$ cat config.mk
export PLATFORM = sky130hd
export DESIGN_NAME = life_fifo_reader
export DESIGN_NICKNAME = d
export VERILOG_FILES = /design/src/rtl/life_fifo_reader.sv
export SDC_FILE = /design/constraint.sdc
export NUM_CORES = 1
export LEC_CHECK = 0
export BUFFER_PORTS_ARGS = -buffer_cell sky130_fd_sc_hd__buf_2
export CORE_AREA = 8 8 64 66
export CTS_CLUSTER_DIAMETER = 60
export CTS_CLUSTER_SIZE = 24
export DETAILED_ROUTE_END_ITERATION = 10
export DIE_AREA = 0 0 72 74
export GPL_ROUTABILITY_DRIVEN = 1
export HOLD_SLACK_MARGIN = 0.06
export PLACE_DENSITY = 0.8
export SLEW_MARGIN = 15
export SYNTH_ARGS = -nofsm -noshare
export SYNTH_HDL_FRONTEND = slang
export SYNTH_SLANG_ARGS = --single-unit
$ cat constraint.sdc
create_clock -name clk -period 1.7 [get_ports clk]
set_input_delay 0.17 -clock clk [delete_from_list [all_inputs] [get_ports clk]]
set_output_delay 0.17 -clock clk [all_outputs]
set_load 0.02 [all_outputs]
$ cat src/rtl/life_fifo_reader.sv
// Consumer for the life-counted FIFO: issues deq, captures {val, life-1}, and
// presents it on valid/ready. Optional counters under LIFE_FIFO_READER_STATS_EN.
module life_fifo_reader #(
  parameter int VAL_W  = 16,
  parameter int LIFE_W = 16
) (
  input  logic                    clk,
  input  logic                    rst,
  input  logic                    fifo_empty,
  input  logic [VAL_W+LIFE_W-1:0] fifo_dout,
  output logic                    fifo_deq,
  output logic                    out_valid,
  input  logic                    out_ready,
  output logic [VAL_W-1:0]        out_val,
  output logic [LIFE_W-1:0]       out_life,
  output logic                    out_last,
  output logic                    busy
`ifdef LIFE_FIFO_READER_STATS_EN
  ,
  output logic [15:0]             rd_count,
  output logic [15:0]             retire_count
`endif
);

  typedef enum logic [1:0] {IDLE, PEND, HOLD} state_t;

  state_t state, state_nxt;
  logic   out_valid_nxt;
  logic   handshake;

  assign busy      = (state != IDLE);
  assign handshake = out_valid && out_ready;

  // At most one dequeue in flight: deq only from IDLE or on a HOLD handshake.
  always_comb begin
    state_nxt     = state;
    out_valid_nxt = out_valid;
    fifo_deq      = 1'b0;
    case (state)
      IDLE: begin
        fifo_deq = !fifo_empty;
        if (!fifo_empty) state_nxt = PEND;
      end
      PEND: begin
        out_valid_nxt = 1'b1;
        state_nxt     = HOLD;
      end
      HOLD: begin
        if (out_ready) begin
          fifo_deq      = !fifo_empty;
          out_valid_nxt = 1'b0;
          state_nxt     = fifo_empty ? IDLE : PEND;
        end
      end
      default: state_nxt = IDLE;
    endcase
    if (rst) fifo_deq = 1'b0;
  end

  always_ff @(posedge clk) begin
    if (rst) begin
      state     <= IDLE;
      out_valid <= 1'b0;
      out_val   <= '0;
      out_life  <= '0;
      out_last  <= 1'b0;
    end else begin
      state     <= state_nxt;
      out_valid <= out_valid_nxt;
      if (state == PEND) begin
        out_val  <= fifo_dout[VAL_W+LIFE_W-1:LIFE_W];
        out_life <= fifo_dout[LIFE_W-1:0];
        out_last <= (fifo_dout[LIFE_W-1:0] == '0);
      end
    end
  end

`ifdef LIFE_FIFO_READER_STATS_EN
  always_ff @(posedge clk) begin
    if (rst) begin
      rd_count     <= '0;
      retire_count <= '0;
    end else if (handshake) begin
      if (rd_count != 16'hFFFF) rd_count <= rd_count + 16'd1;
      if (out_last && retire_count != 16'hFFFF) retire_count <= retire_count + 16'd1;
    end
  end
`endif

endmodule

==> out/qor.yml <==
global_routing:
  grt_max_degree: 23
  grtUsageTotal_pct: 15.0
  grt_pass1_wl_mm: 6.27
  grt_pass1_vias: 1320
  antenna_found_initial: 0
  overflow: 0
yosys:
  syn_avg_cell_area_um2: 7.99
  yosysWarnings: 0
  synth_cell_types: 20
  syn_area_mm2: 0.00132
  synth_seq_cells: 36
  syn_nets: 201
  synthCells: 165
  yosysSeqAreaShare_pct: 54.6
worst_setup_path:
  crit_chain: "dlygate4sd3_1 > buf_2 > nor4_1 > buf_2"
  path_class: "in2out"
  end_kind: "output port"
  worstPathMaxFanout: 2
  path_buf_inv: 3
  slowest_stage: "dlygate4sd3_1"
  crit_family: "buffers and inverters"
  cp.required_ps: 1530
  slowest_delay_ps: 520
  crit_arrival_ps: 1270
  crit_top_cell: "buf_2"
  cp-start-kind: "input pin"
sta:
  max-slew-margin-rel_pct: 75.5
  finalSetupViolCount: 0
  fin_tns_setup_ps: 0
  finClkSkew_ps: 3.90
  rsz0062_at_grt: "no"
  hold_viol: 0
  fin_crit_ps: 1440
  worst_pin_slew_ps: 364
  finalCritPeriodShare_pct: 84.9
  timing.hold.ws_ps: 76.7
  fmax_mhz: 693
  slew_violations: 0
cts:
  root_buffer: "clkbuf_4"
  cts_setup_buffers: 0
  clock_sinks: 36
  path_clk_slew_ps: 100
  clkLatencyLatePin_ps: 330
  cts_hold_buf: 23
  cts_tree: "yes"
  cts_resized: 0
  htree_levels: 2
  numCtsBuffers: 5
  clock_path_buffers: 2
final_layout:
  drive_gt1_share_pct: 32.3
  antenna_cells: 0
  nNetsFinal: 296
  final_cell_area_mm2: 0.00200
  syn2layout_area_growth_pct: 51.4
  fin_cells: 306
power:
  peakVddDrop_mv: 0.467
  power_mw: 1.70
  powerDensity_mw_per_mm2: 851
  p_leak_nw: 0.915
placement:
  placed_cells_incl_taps: 275
  dpl-instance-area_mm2: 0.00169
  routabilityCongestion: 0.700
  dpl.hpwl_mm: 2.55
  port_buffers: 71
routing:
  vias: 1397
  dr.pass1.iters: 4
  ant_nets: 0
  drt-total-wl_mm: 3.82
  drc: 0
  vias_per_cell: 4.57
  wl_per_cell_um: 12.5
  first_iter_violations: 91
die:
  ios: 72
  start_util_pct: 41.5
  die_h_um: 74
  dieArea_mm2: 0.00533
  die_w_um: 72
  core-area_mm2: 0.00318
  num_rows: 21
hold_path:
  worstHoldPathType: "in2reg"
run:
  cap_violations: 0
run_status:
  status: "complete, no violations"
[cell type report]
class	instances	area (um2)
repair buffers	100	633
clock buffers	7	65.1
well taps	46	57.6
flip-flops and latches	36	721
fillers	294	1180
multi-input cells	116	517
inverters	1	3.75
[cells in the final DEF (no fill, tap or decap), types with 2 or more instances in the layout]
cell type      Yosys  final
buf_2              5     71
nand2_1           64     64
dfxtp_1           36     36
a21oi_1           33     33
dlygate4sd3_1      0     24
nor4_1             5      5
clkbuf_4           0      5
buf_4              1      5
nand2b_1           2      2
o21ai_0            2      2
nor2_1             2      2
nand3_1            2      2
clkbuf_8           0      2
[kinds of logic after synthesis]
logic type / Yosys count / share of synthesized area (%)
flops: 36 / 54.6
buf+inv: 13 / 6.17
compound gates: 36 / 13.9
simple gates: 80 / 25.3
[worst paths after layout]
path	cells past startpoint	slack, ps	to	from
setup / recovery	4	260	fifo_deq	fifo_empty
hold / removal	3	80	out_life[11]$_SDFFE_PP0P_	fifo_dout[11]
setup reg to reg	4	590	out_last$_SDFFE_PP0P_	state[0]$_SDFFE_PP0P_
hold reg to reg	2	460	out_val[13]$_SDFFE_PP0P_	out_val[13]$_SDFFE_PP0P_
[report_power, final]
part	internal, mW	leakage (nW)	switching (mW)
Sequential	0.884	0.293	0.0208
Clock	0.235	0.0374	0.265
Combinational	0.132	0.584	0.162
Total	1.25	0.915	0.448
[through the flow]
step	utilization (%)	worst slack, ps
final	62.8	257
after global routing	62.8	203
after CTS	62.5	259
after detailed placement	53.2	607
after global placement	53.2	636
after floorplan	-	450
[sequential cells by signal, indices dropped and copies added, names as in the netlist]
signal / count
state: 2
out_last: 1
out_life: 16
out_val: 16
out_valid: 1
[synth_stat cells]
master / number / area share [%]
dfxtp_1: 36 / 55
a211oi_1: 1 / 0.57
nand2_1: 64 / 18
nor3_1: 1 / 0.38
and2b_1: 1 / 0.57
nor2b_1: 1 / 0.47
nand3_1: 2 / 0.76
nor2_1: 2 / 0.57
inv_1: 1 / 0.28
buf_2: 5 / 1.9
buf_1: 1 / 0.28
buf_6: 3 / 2.6
a21oi_1: 33 / 13
nand2b_1: 2 / 0.95
o21ai_0: 2 / 0.76
nor4_1: 5 / 2.4
or2_2: 1 / 0.47
clkbuf_1: 2 / 0.57
nand3b_1: 1 / 0.57
buf_4: 1 / 0.57
[worst reg2reg max path: cells and delay by family (launching register included)]
| family | cells | cell delay (ps) |
|---|---|---|
| AOI/OAI and AO/OA | 1 | 140 |
| buffers and inverters | 1 | 210 |
| DFF | 1 | 430 |
| and+or+nand+nor | 2 | 260 |
[routing by layer]
metal / vias to the layer above / track usage [%] / wire [um]
met3: 9 / 8.36 / 383
met2: 50 / 23.0 / 1760
met4: 0 / 7.03 / 82
met5: - / 0 / 0
met1: 610 / 16.7 / 1590
li1: 728 / - / -
No activity file was read; power rests on OpenSTA's default activity.
